$ cat src/rtl/mem_arbiter.sv
// rtl/mem_arbiter.sv - main-memory port arbiter for the write buffer and the d/i cache refill paths
module mem_arbiter #(
  parameter int MAXWB   = 4,
  parameter int TIMEOUT = 255
) (
  input  logic        clk,
  input  logic        reset,
  input  logic        swc,
  input  logic        wben,
  input  logic [29:0] wbadr,
  input  logic [31:0] wbdata,
  input  logic [3:0]  wbbyteen,
  output logic        wbdone,
  input  logic        den,
  input  logic [29:0] dadr,
  output logic        ddone,
  input  logic        ien,
  input  logic [29:0] iadr,
  output logic        idone,
  output logic [31:0] rdata,
  output logic        err,
  output logic [29:0] memadr,
  output logic [31:0] memwdata,
  output logic [3:0]  membyteen,
  output logic        memrwb,
  output logic        memen,
  input  logic [31:0] memrdata,
  input  logic        memdone
);

  localparam int SW = $clog2(MAXWB + 1);

  typedef enum logic [1:0] {IDLE, BUSY, RESP} state_t;
  typedef enum logic [1:0] {G_WB, G_D, G_I} grant_t;

  state_t        state, state_nx;
  grant_t        grant, grant_nx;
  logic [SW-1:0] streak, streak_nx;
  logic [7:0]    tcnt, tcnt_nx;

  logic        memen_nx, memrwb_nx, err_nx;
  logic        wbdone_nx, ddone_nx, idone_nx;
  logic [29:0] memadr_nx;
  logic [31:0] memwdata_nx, rdata_nx;
  logic [3:0]  membyteen_nx;

  // Request classification used by the IDLE grant decision.
  logic read_pend, wb_starved, pick_wb, pick_i;

  assign read_pend  = den | ien;
  // After MAXWB back-to-back writes with a read waiting, the write buffer yields once.
  assign wb_starved = read_pend && (streak == SW'(MAXWB));
  assign pick_wb    = wben && !wb_starved;
  // Read winner: swc hands the icache priority, otherwise icache only when dcache is idle.
  assign pick_i     = ien && (swc || !den);

  // Next-state and registered-output computation; everything holds unless a state changes it.
  always_comb begin
    state_nx     = state;
    grant_nx     = grant;
    streak_nx    = streak;
    tcnt_nx      = tcnt;
    memen_nx     = memen;
    memrwb_nx    = memrwb;
    memadr_nx    = memadr;
    memwdata_nx  = memwdata;
    membyteen_nx = membyteen;
    rdata_nx     = rdata;
    err_nx       = err;
    wbdone_nx    = 1'b0;
    ddone_nx     = 1'b0;
    idone_nx     = 1'b0;

    case (state)
      IDLE: begin
        err_nx   = 1'b0;
        memen_nx = 1'b0;
        if (wben || read_pend) begin
          state_nx = BUSY;
          memen_nx = 1'b1;
          tcnt_nx  = 8'd0;
          if (pick_wb) begin
            grant_nx     = G_WB;
            memrwb_nx    = 1'b0;
            memadr_nx    = wbadr;
            memwdata_nx  = wbdata;
            membyteen_nx = wbbyteen;
            if (!read_pend)
              streak_nx = '0;
            else if (streak != SW'(MAXWB))
              streak_nx = streak + SW'(1);
          end else begin
            // Only reachable with a read pending; memwdata keeps the last write data.
            grant_nx     = pick_i ? G_I : G_D;
            memrwb_nx    = 1'b1;
            memadr_nx    = pick_i ? iadr : dadr;
            membyteen_nx = 4'hF;
            streak_nx    = '0;
          end
        end
      end

      BUSY: begin
        if (memdone || (tcnt == 8'(TIMEOUT - 1))) begin
          state_nx  = RESP;
          memen_nx  = 1'b0;
          wbdone_nx = (grant == G_WB);
          ddone_nx  = (grant == G_D);
          idone_nx  = (grant == G_I);
          if (memdone) begin
            err_nx = 1'b0;
            if (grant != G_WB)
              rdata_nx = memrdata;
          end else begin
            // Memory never answered: abort and flag the requester instead of hanging the port.
            err_nx  = 1'b1;
            tcnt_nx = tcnt + 8'd1;
          end
        end else begin
          tcnt_nx = tcnt + 8'd1;
        end
      end

      RESP: begin
        state_nx = IDLE;
        err_nx   = 1'b0;
      end

      default: begin
        state_nx = IDLE;
        memen_nx = 1'b0;
      end
    endcase
  end

  // State and output registers; reset abandons any transaction without a done pulse.
  always_ff @(posedge clk) begin
    if (reset) begin
      state     <= IDLE;
      grant     <= G_WB;
      streak    <= '0;
      tcnt      <= 8'd0;
      memen     <= 1'b0;
      memrwb    <= 1'b1;
      memadr    <= 30'd0;
      memwdata  <= 32'd0;
      membyteen <= 4'd0;
      rdata     <= 32'd0;
      err       <= 1'b0;
      wbdone    <= 1'b0;
      ddone     <= 1'b0;
      idone     <= 1'b0;
    end else begin
      state     <= state_nx;
      grant     <= grant_nx;
      streak    <= streak_nx;
      tcnt      <= tcnt_nx;
      memen     <= memen_nx;
      memrwb    <= memrwb_nx;
      memadr    <= memadr_nx;
      memwdata  <= memwdata_nx;
      membyteen <= membyteen_nx;
      rdata     <= rdata_nx;
      err       <= err_nx;
      wbdone    <= wbdone_nx;
      ddone     <= ddone_nx;
      idone     <= idone_nx;
    end
  end

endmodule

$ cat config.mk
export PLATFORM = sky130hd
export DESIGN_NAME = mem_arbiter
export DESIGN_NICKNAME = d
export VERILOG_FILES = /design/src/rtl/mem_arbiter.sv
export SDC_FILE = /design/constraint.sdc
export NUM_CORES = 1
export LEC_CHECK = 0
export CORE_ASPECT_RATIO = 1.5
export CORE_MARGIN = 8
export CORE_UTILIZATION = 35
export CTS_BUF_LIST = sky130_fd_sc_hd__clkbuf_2
export DETAILED_ROUTE_END_ITERATION = 8
export GPL_ROUTABILITY_DRIVEN = 0
export PLACE_DENSITY = 0.78
export REMOVE_ABC_BUFFERS = 1
export SYNTH_ARGS = -nofsm -noshare
export SYNTH_HDL_FRONTEND = slang
export SYNTH_SLANG_ARGS = --single-unit
$ cat constraint.sdc
create_clock -name clk -period 1.48 [get_ports clk]
set_clock_uncertainty 0.05 [all_clocks]
set_input_delay 0.222 -clock clk [delete_from_list [all_inputs] [get_ports clk]]
set_output_delay 0.222 -clock clk [all_outputs]
set_load 0.05 [all_outputs]
Word-level counts from Yosys, hierarchy flattened
Cells that the tools add are included.
{"block": "word_totals", "word_cells": 76, "out_inout_bits": 104, "register_bits": 119, "inputBits": 165}
{"block": "op_classes", "reduce_logical": 23, "bitwise_logic": 4, "add_sub_neg": 2, "eq_ne": 11, "muxes": 22}
{"cell": "30-bit 2-to-1 mux", "count": 2}
{"cell": "8-bit 2-to-1 mux", "count": 3}
{"cell": "8-bit case mux with 2 select lines", "count": 1}
{"cell": "3-bit 2-to-1 mux", "count": 3}
{"cell": "3-bit AND reduction", "count": 3}
{"cell": "8-bit by 1-bit adder with 8-bit output (second input constant)", "count": 1}
{"cell": "8-bit == test (second input constant)", "count": 1}
{"cell": "2-bit 2-to-1 mux", "count": 4}
{"cell": "2-bit AND reduction", "count": 4}
{"cell": "3-bit inequality test (second input constant)", "count": 2}
{"cell": "2-bit nonzero test", "count": 3}
{"cell": "1-bit 2-to-1 mux", "count": 5}
{"cell": "2-bit by 1-bit == test with 1-bit output (second input constant)", "count": 2}
{"cell": "2-bit == test (second input constant)", "count": 2}
{"cell": "2-bit zero test", "count": 2}
{"cell": "4-bit 2-to-1 mux", "count": 1}
{"cell": "2-bit inequality test (second input constant)", "count": 2}
{"cell": "2-bit case mux with 2 select lines", "count": 1}
{"cell": "4-bit AND reduction", "count": 1}
{"cell": "3-bit by 1-bit adder with 3-bit output (second input constant)", "count": 1}
{"cell": "3-bit == test (second input constant)", "count": 1}
{"cell": "1-bit logical AND", "count": 3}
{"cell": "1-bit logical OR", "count": 3}
{"cell": "3-bit by 2-bit inequality test with 1-bit output (second input constant)", "count": 1}
{"cell": "7 further kinds", "count": 10}

Longest topological paths before layout
{"block": "logic_depth", "depth_word": 6, "mapped_depth": 8, "depth_no_buf": 6}

Worst setup path after synthesis
OpenSTA, ideal clock, no wires.
{"block": "synth_path", "path_kind": "reg-to-reg", "startpoint": "register streak[0]", "endpoint": "register memwdata[0]", "period_less_slack_ns": 1.458, "t_required_ns": 1.360, "path_stages_with_launch": 8, "path_buffers": 1, "setup_slack_ns": 0.022, "setup_ns": 0.070, "t_arrival_ns": 1.337, "path_cell_list": "dfxtp_1 -> inv_1 -> ha_1 -> nand2_1 -> o211ai_2 -> buf_2 -> nand2_1 -> a21oi_1"}
{"block": "synth_between", "elab_chain_len": 5}
{"item": "start: declaration", "line_no": "38", "source": "logic [SW-1:0] streak, streak_nx;"}
{"item": "start signal: assignment", "line_no": "156", "source": "streak <= streak_nx;"}
{"item": "3-bit == test", "line_no": "52", "source": "assign wb_starved = read_pend && (streak == SW'(MAXWB));"}
{"item": "1-bit logical AND", "line_no": "52"}
{"item": "1-bit zero test", "line_no": "53", "source": "assign pick_wb = wben && !wb_starved;"}
{"item": "1-bit logical AND", "line_no": "53"}
{"item": "3-bit AND reduction (no source line)"}
{"item": "end signal: assignment", "line_no": "161", "source": "memwdata <= memwdata_nx;"}
{"item": "end: declaration", "line_no": "23", "source": "output logic [31:0] memwdata,"}
Every way passes these cells.
A chain may end at the register's enable or synchronous reset.

Worst setup path after layout
{"block": "layout_path", "startpoint": "register state[1]", "endpoint": "register memwdata[2]"}
{"block": "layout_between", "elab_chain_len": 2}
{"item": "start: declaration", "line_no": "36", "source": "state_t state, state_nx;"}
{"item": "start signal: assignment", "line_no": "154", "source": "state <= state_nx;"}
{"item": "2-bit zero test", "line_no": "74", "source": "case (state)"}
{"item": "3-bit AND reduction (no source line)"}
Every way passes these cells.

==> metrics.md <==
| Metric | Value |
|---|---|
| Critical path's largest stage delay | `a little over 0.4 ns` |
| Core Util, Final | `81.9%` |
| Primary FF master, synth | `dfxtp_1` |
| Clk pin slew, worst setup/hold paths | `0.21 ns` |
| Max stage delay cell, worst path | `dfxtp_4` |
| Syn Inst Count | `543` |
| DR vias | `6195` |
| Final Cell Area | `10600 um^2` |
| Core area | `13000 um^2` |
| CTS tree | `built` |
| Largest net degree at the start of global routing | `66` |
| Row cnt | `51` |
| Hpwl dp | `15200 um` |
| Compound-gate portion of the synthesized area | `25.6%` |
| Pleak | `3.99 nW` |
| Pre-CTS WS | `-0.416 ns` |
| I/O pins | `between 200 and 300` |
| Crit path capture | `memwdata[2]` |
| Fmax | `roughly 600 MHz` |
| Cell Pwr Density | `roughly 860 nW/um^2` |
| Slew HR | `65.1%` |
| Mux contribution to synthesized area | `0%` |
| Pins Over Slew Limit | `0` |
| Slew @ Worst Pin | `0.519 ns` |
| 1st-iter DRT viols | `397` |
| Overall global routing resource usage | `25.9%` |
| Largest family of logic cells by synthesized area | `compound AO/OA/AOI/OAI gates` |
| Failing checks | `negative setup slack` |
| Setup crit start | `state[1]` |
| #FFs+latches synth | `119` |
| Reg2Reg Setup Slack | `-0.19 ns` |
| Worst Path Arrival | `around 2.2 ns` |
| Total power | `around 9 mW` |
| Synth Area in Simple Gates | `about 16%` |
| Worst reg2reg endpoint | `memwdata[2]` |
| Setup TNS | `-7.41 ns` |
| Mapped Area | `4640 um^2` |
| Synth area leaders | `dfxtp_1 (51%), nand2_1 (11%), a21oi_1 (7.7%), a32oi_1 (6.0%), a22oi_1 (4.9%)` |
| Detailed Route WL | `26100 um` |
| Die Span Y | `157 um` |
| Setup violators final | `143` |
| Area grow syn2layout | `129%` |
| Clock buffers created by TritonCTS | `17` |
| Status | `finished with violations` |
| Initial cell density of the core | `35.8%` |
| Startpoint types | `flop` |
| First-pass detailed-route iteration total | `7` |
| Unique cell type count in the Yosys netlist | `slightly above 40` |
| Post-synth top area cell | `dfxtp_1` |
| Post-DP Area | `8770 um^2` |
| EDFF count, synth | `0` |
| Clk buf depth | `2` |
| Critical-path maximum fanout | `17` |
| First-pass GRT wire length | `34000 um` |
| Final hold vios | `0` |
| FF-to-FF path depth | `6` |
| Synth Area per Inst | `8.54 um^2` |
| Crit. End Element | `flop` |
| FFs w/ async S/R, synth | `0%` |
| Clock latency on the worst-skew pair | `0.68 ns` |
| Max Cap Viol | `0` |
| Vias in the first global route | `about 6400` |
| IO buf count | `268` |
| Crit path required time | `2.05 ns` |
| Initial antenna violation count | `1` |
| Fraction of layout cells with a size suffix above 1 | `approximately 44%` |
| Vias/cell | `between 5 and 6` |
| Die area | `17300 um^2` |
| Clk sinks | `~120` |
| Adder-cell area share of the yosys netlist | `1.08%` |
| YS warnings | `0` |
| CTS Root Cell | `clkbuf_2` |
| Setup ws final | `-0.191 ns` |
| Final critical-path required period | `1.67 ns` |
| Grt ovf | `0` |
| Yosys top cell area share | `51.4%` |
| Post-route DRC | `0` |
| Post-route ant nets | `0` |
| Die Wd | `110 um` |
| FF-to-FF Start | `state[1]` |
| RSZ-0062 raised after global routing | `true` |
| Seq/Total Area, Yosys | `slightly above 50%` |
| Crit path cell chain | `buf_6, nor2_4, o211a_4, buf_12, nand2_1, a21oi_1` |
| Total Nets Final | `~1100` |
| Drt wl/cell | `approximately 24 um` |
| Peak VDD IR | `around 0.63 mV` |
| Setup CP Type | `flop to flop` |
| Min-Delay Path Class | `input port to flop` |
| Post-synthesis xor/xnor area fraction | `0.755%` |
| Final period util | `113%` |
| # H-tree levels | `4` |
registers in the layout (all words and copies together) (netlist names):
register	count
ddone	1
err	1
grant	2
idone	1
memadr	30
membyteen	4
memen	1
memrwb	1
memwdata	32
rdata	32
state	2
streak	3
tcnt	8
wbdone	1
what timing repair did:
action / 4_1_cts / 5_1_grt
cloned: 6 / 3
endpoints found under the setup margin: 213 / 200
buffers inserted: 17 / 18
endpoints found under the hold margin: 63 / 1
resized for setup: 200 / 58
hold buffers: 50 / 1
pin swaps: 6 / 13
synthesized netlist by cell type, types with 2 or more instances:
cell type	number
nand2_1	137
inv_1	5
nand3_1	4
or2_2	3
dfxtp_1	119
buf_6	2
nand4_1	4
buf_4	3
a32oi_1	32
nand2b_1	2
a21oi_1	71
or3_1	2
o211ai_1	2
nor3b_1	4
o21ai_0	35
a31oi_1	2
buf_2	14
o221a_2	3
clkbuf_1	24
nor3_1	3
a22oi_1	30
nor2_1	17
ha_1	4
xor2_1	4
kinds of logic after synthesis:
group	Yosys count
AO/OA/AOI/OAI	185
AND/OR/NAND/NOR	182
flip-flops	119
buffers and inverters	49
XOR/XNOR	4
adder cells (fa/ha/maj)	4
worst max-delay path, delay by kind of cell, from the launching register on:
family / cells / cell delay (ns)
compound gates: 2 / 0.50
buf+inv: 2 / 0.31
flops: 1 / 0.41
simple gates: 2 / 0.33
placed cells by master, fill, tap and decap left out, types with 3 or more instances in the layout:
master             n
a21oi_1           69
a22oi_2           30
a32oi_1           30
buf_12           113
buf_16             3
buf_4             61
buf_6              6
bufinv_16          4
clkbuf_16          5
clkbuf_2          18
clkdlybuf4s50_1  163
clkinv_1           3
clkinv_2           3
clkinvlp_4         3
dfxtp_1            7
dfxtp_2           89
dfxtp_4           23
dlygate4sd3_1     51
ha_1               3
inv_1              3
nand2_1          124
nand2_2           11
nand4_1            4
nor2_1            12
nor2_2             3
nor3_1             3
o21ai_0            4
o21ai_1           31
o221a_2            3
xor2_1             4
where the power goes:
group          total [mW]  switching [mW]  internal, mW
combinational        3.09            1.48          1.61
sequential           3.65           0.227          3.42
clock                2.43            1.33          1.10
how the worst min path moves through the flow:
stage | from | cells after the start | slack [ns] | to
5_1_grt | memrdata[27] | 3 | -0.01 | rdata[27]
6_report | memrdata[28] | 3 | 0.04 | rdata[28]
3_5_place_dp | tcnt[5] | 2 | 0.43 | tcnt[5]
4_1_cts | memrdata[6] | 3 | 0.000001 | rdata[6]
2_1_floorplan | reset | 1 | 0.24 | memwdata[0]
3_3_place_gp | tcnt[5] | 2 | 0.42 | tcnt[5]
layer usage:
| metal | up-vias | GRT usage (%) | routed length (um) |
|---|---|---|---|
| met3 | 109 | 9.62 | 2670 |
| li1 | 2697 | - | - |
| met5 | - | 0 | 0 |
| met4 | 0 | 13.1 | 1450 |
| met2 | 485 | 46.6 | 13200 |
| met1 | 2904 | 24.7 | 8730 |
metrics by stage:
| stage | hold WS [ns] | instances |
|---|---|---|
| CTS | 0.000000999 | 1072 |
| global route | -0.0120 | 1095 |
| global placement | 0.416 | 967 |
| finish | 0.0432 | 1095 |
| floorplan | 0.241 | 500 |
| detailed placement | 0.434 | 967 |
cell type report:
cell class | instances | area (um^2)
diodes | 1 | 2.50
repair buffers | 403 | 5140
fillers | 628 | 2350
flip-flops and latches | 119 | 2580
clock inverters | 14 | 183
well taps | 159 | 199
multi-input cells | 375 | 2390
inverters | 6 | 22.5
clock buffers | 18 | 90.1
Power figures use the tool's default switching activity.
==> RTL edit 1 (same settings) <==
The parameter `TIMEOUT` goes from 255 to 127.
--- a/src/rtl/mem_arbiter.sv
+++ b/src/rtl/mem_arbiter.sv
@@ -1,7 +1,7 @@
 // rtl/mem_arbiter.sv - main-memory port arbiter for the write buffer and the d/i cache refill paths
 module mem_arbiter #(
   parameter int MAXWB   = 4,
-  parameter int TIMEOUT = 255
+  parameter int TIMEOUT = 127
 ) (
   input  logic        clk,
   input  logic        reset,
Check against the original RTL: same outputs for any inputs over 4 cycles, from zero or initial values and one cycle with reset high; that may be too few to reach the edited logic, so the function may still have changed.
==> RTL edit 1 against the unedited design <==
  * The run still ends with negative setup slack left
  * Final area up 1.3%
  * Power up 0.36%
  * Utilization down 1.8 points
  * Routed wire length down 11%
  * Die area up 2.1%
  * Worst setup slack worse by 0.0058 ns
  * Area after synthesis up 2.4%
  * Sequential share of layout area down 0.48 points
  * Sequential cell count unchanged
  * Critical path type unchanged
==> RTL edit 1: results (changes against the unedited design) <==
[run_status]
status = complete, but fails checks
failed_checks = negative setup slack

[grt]
grt_pass1_vias = 5630  ; -13%
antenna_found_initial = 3  ; +2
grt_pass1_wl_mm = 28.9  ; -15%
grtUsageTotal_pct = 20.5  ; -5.4 points
grt_max_degree = 74  ; +12%

[setup_path]
worstPathArrival_ns = 2.20  ; -0.04 ns
rr_startpoint = streak[1]$_SDFFE_PP0P_
r2r_end = memwdata[22]$_SDFFE_PP0P_
crit_fanout = 11  ; -6
r2r_cells = 8  ; +2

[layout]
layout.nets = 1081  ; -0.92%
reg_top3 = memwdata x32, rdata x32, memadr x30
drive_gt1_share_pct = 44.8  ; +1.1 points

[timing]
final.setup.worst_slack_ns = -0.196  ; -0.00584 ns
tightest_slew_ns = 0.611  ; +0.0912 ns
tns_ns = -3.76  ; +3.65 ns
setup_viol_count_final = 106  ; -26%
hold_ws_ns = 0.0745  ; +0.0314 ns

[placed_design]
port-buffer-count = 268  ; unchanged
hpwl_mm = 13.4  ; -12%
place_ws_ns = -0.436  ; -0.0194 ns

[clock_tree]
clkTransAtPathRegs_ns = 0.21  ; about the same
cts_buffers = 17  ; unchanged
clockBufferDepth = 2  ; unchanged
clock-root-buffer = clkbuf_2
clk_latency_ns = 0.65  ; -0.03 ns
htreeDepth = 4  ; unchanged

[synth]
synth-warning-count = 0  ; unchanged
yosys-top-cells-count = 139 x nand2_1, 119 x dfxtp_1, 68 x a21oi_1
yosysSeqAreaShare_pct = 50.1  ; -1.2 points
synth_cell_types = 46  ; +12%
ys_top_cells_by_area = dfxtp_1 50%, nand2_1 11%, a21oi_1 7.2%
async_reset_ff_share_pct = 0  ; unchanged

[power_and_ir_drop]
p_leak_nw = 4.02  ; +0.78%
ir_drop_mv = 0.574  ; -9.2%

[drt]
first_pass_iters = 4  ; -3
routed_wirelength_mm = 23.3  ; -11%
vias = 5868  ; -5.3%
drt_first_iter_violations = 334  ; -16%

[hold_path]
hold_start = wbdata[11]
min_to = memwdata[11]$_SDFFE_PP0P_

## RTL edit 1: cell count changes in the layout (fill, tap and decap cells not counted), moves of 4 or more
cell / before / now
dfxtp_2: 89 / 95
dlygate4sd3_1: 51 / 57
a21oi_2: 1 / 21
a21oi_1: 69 / 47
a22oi_1: 0 / 7
nand2_1: 124 / 117
a22oi_2: 30 / 24
dfxtp_4: 23 / 16
buf_4: 61 / 40
clkbuf_16: 5 / 9
nand2_4: 2 / 10
## RTL edit 1: per-stage QoR
step / power, W / cell area (um2) / instances
finish: 0.00920 / 10700 / 1090
global route: 0.00953 / 10700 / 1090
CTS: 0.00880 / 9820 / 1053
floorplan: 0.00456 / 4500 / 498
detailed placement: 0.00616 / 8830 / 965
global placement: 0.00612 / 8830 / 965
## RTL edit 1: cell type report
| type | instances | area (um2) |
|---|---|---|
| inverter | 7 | 28.8 |
| multi-input combinational | 373 | 2510 |
| tap | 162 | 203 |
| sequential | 119 | 2560 |
| clock buffer | 17 | 85.1 |
| clock inverter | 15 | 204 |
| antenna | 3 | 7.51 |
| timing repair buffer | 394 | 5140 |
| fill | 708 | 2660 |
## RTL edit 1: cell families (layout without fill, tap and decap cells)
family                   Yosys count  in the layout  synth area share, %
buffers and inverters             51            433                 5.74
adder cells (fa/ha/maj)            4              4                 1.05
AND/OR/NAND/NOR                  179            179                 16.3
AO/OA/AOI/OAI                    186            187                 26.2
flip-flops                       119            119                 50.1
XOR/XNOR                           3              3                0.553
other                              0              3                    0
## RTL edit 1: what timing repair did
item                                   CTS  global route
setup endpoints to repair              170           190
resized for setup                      134           124
endpoints found under the hold margin   69             5
cloned                                   0            12
setup buffers                            4            17
hold buffers                            52             5
pin swaps                                0            33
## RTL edit 1: layer usage
| layer | track usage, % | vias to the layer above | share of wire (%) |
|---|---|---|---|
| met1 | 20.1 | 2812 | 34 |
| met4 | 12.1 | 0 | 4.4 |
| li1 | - | 2688 | - |
| met2 | 36.8 | 303 | 56 |
| met3 | 6.98 | 65 | 6.3 |
| met5 | 0 | - | 0 |
## RTL edit 1: critical path, stage by stage (launching register included)
cell and delay [ns]:
dfxtp_2 0.37, inv_2 0.07, ha_4 0.15, nand2_4 0.08, o211ai_4 0.20, buf_6 0.15
clkbuf_16 0.15, nand2_1 0.06, a21oi_1 0.30
## RTL edit 1: where the power goes
| group | switching (W) | total [W] | internal, W |
|---|---|---|---|
| clock | 0.00139 | 0.00250 | 0.00112 |
| sequential | 0.000228 | 0.00365 | 0.00342 |
| combinational | 0.00142 | 0.00305 | 0.00162 |
==> RTL edit 2 (same settings) <==
Without the edit above. Re-encode `grant_t` (3 values) as one-hot, 3 bits wide.
--- a/src/rtl/mem_arbiter.sv
+++ b/src/rtl/mem_arbiter.sv
@@ -31,7 +31,7 @@
   localparam int SW = $clog2(MAXWB + 1);
 
   typedef enum logic [1:0] {IDLE, BUSY, RESP} state_t;
-  typedef enum logic [1:0] {G_WB, G_D, G_I} grant_t;
+  typedef enum logic [2:0] {G_WB = 3'b001, G_D = 3'b010, G_I = 3'b100} grant_t;
 
   state_t        state, state_nx;
   grant_t        grant, grant_nx;
Behaviour: no difference found for any inputs over 4 cycles, from zero or initial values and one cycle with reset high; so few cycles prove little.
==> RTL edit 2 against the unedited design <==
  * Sequential cell count increased by 1
  * Final area increased by 3.3%
  * Power increased by 3.6%
  * Worst setup slack improved by 0.027 ns
  * Critical path type unchanged
  * Fmax increased by 1.7%
  * Critical endpoint is now ddone$_SDFF_PP0_
  * Area after synthesis increased by 1.3%
  * The flow still finishes with violations (negative setup slack)
  * Synthesized cell count increased by 1.7%
  * Routed wire length decreased by 7.1%
==> RTL edit 2: results (changes against the unedited design) <==
[layout]
drive_gt1_share_pct = 44.9  ; +1.3 points

[grt]
gr-usage-met2_pct = 44.6  ; -2.0 points
grt_pass1_wl_mm = 32.8  ; -3.5%
grtUsageTotal_pct = 23.7  ; -2.2 points
grt_max_degree = 70  ; +6.1%

[drt]
met3_wirelength_mm = 1.51  ; -44%
wirelength_met1_mm = 8.05  ; -7.8%
wl_met2_mm = 13.4  ; +1.2%
detail_route.wl_per_cell_um = 21.4  ; -10%
routed_wirelength_mm = 24.2  ; -7.1%

[placed_design]
placed_area_um2 = 8910  ; +1.6%
place_ws_ns = -0.527  ; -0.110 ns
dpl.cell_count = 988  ; +2.2%
hpwl_mm = 14.3  ; -6.1%

[synth]
yosysSeqAreaShare_pct = 51.1  ; -0.23 points
yosys-top-cells-count = 136 x nand2_1, 120 x dfxtp_1, 71 x a21oi_1
ys_top_cells_by_area = dfxtp_1 51%, nand2_1 11%, a21oi_1 7.6%
netlist.area_leader.share_pct = 51.1  ; -0.23 points

[setup_path]
rr_startpoint = tcnt[5]$_SDFFE_PP0P_
crit_fanout = 3  ; -14
r2r_end = ddone$_SDFF_PP0_
worstPathArrival_ns = 2.16  ; -0.08 ns
crit_family = simple AND/OR/NAND/NOR gates

[timing]
hold_ws_ns = 0.0700  ; +0.0268 ns
setup_viol_count_final = 98  ; -31%
tns_ns = -4.48  ; +2.93 ns
tightest_slew_ns = 0.778  ; +0.259 ns
final.setup.worst_slack_ns = -0.163  ; +0.0273 ns

[run_status]
status = complete, but fails checks
failed_checks = negative setup slack

[hold_path]
min_to = memwdata[4]$_SDFFE_PP0P_
hold_start = wbdata[4]

[power_and_ir_drop]
ir_drop_mv = 0.549  ; -13%

[RTL edit 2: logic make-up after synthesis]
| logic type | after synthesis | share of synthesized area, % |
|---|---|---|
| flops | 120 | 51.1 |
| buf+inv | 53 | 4.93 |
| compound gates | 182 | 24.3 |
| mux | 1 | 0.213 |
| simple gates | 188 | 17.6 |
| fa+ha+maj | 4 | 1.07 |
| xor+xnor | 4 | 0.746 |
[RTL edit 2: how the worst max path moves through the flow]
stage / from / endpoint
2_1_floorplan: den / grant[1]$_SDFFE_PP0P_
3_3_place_gp: den / memadr[12]$_SDFFE_PP0P_
3_5_place_dp: den / membyteen[1]$_SDFFE_PP0P_
4_1_cts: tcnt[2]$_SDFFE_PP0P_ / idone$_SDFF_PP0_
5_1_grt: streak[1]$_SDFFE_PP0P_ / memwdata[20]$_SDFFE_PP0P_
6_report: tcnt[5]$_SDFFE_PP0P_ / ddone$_SDFF_PP0_
[RTL edit 2: power breakdown]
part	leakage, nW	internal (W)	switching (W)
clock	0.161	0.00113	0.00134
combinational	3.00	0.00178	0.00155
sequential	1.04	0.00346	0.000236
total	4.20	0.00637	0.00313
[RTL edit 2: area by class of cell]
class                           instances  area (um2)
Antenna cell                            3        7.51
Tap cell                              162         203
Inverter                                7        26.3
Timing Repair Buffer                  428        5390
Fill cell                             649        2380
Sequential cell                       120        2610
Clock inverter                         14         196
Multi-Input combinational cell        379        2440
Clock buffer                           18        90.1
[RTL edit 2: what timing repair did]
action,4_1_cts,5_1_grt
resized for setup,173,96
hold buffers,51,8
buffers inserted,12,29
pin swaps,11,19
endpoints found under the hold margin,61,8
endpoints found under the setup margin,214,221
gates cloned,6,5
[RTL edit 2: tightest hold or removal path, stage by stage]
cell,delay (ns)
clkdlybuf4s50_1,0.41
nand2_1,0.06
a21oi_1,0.05
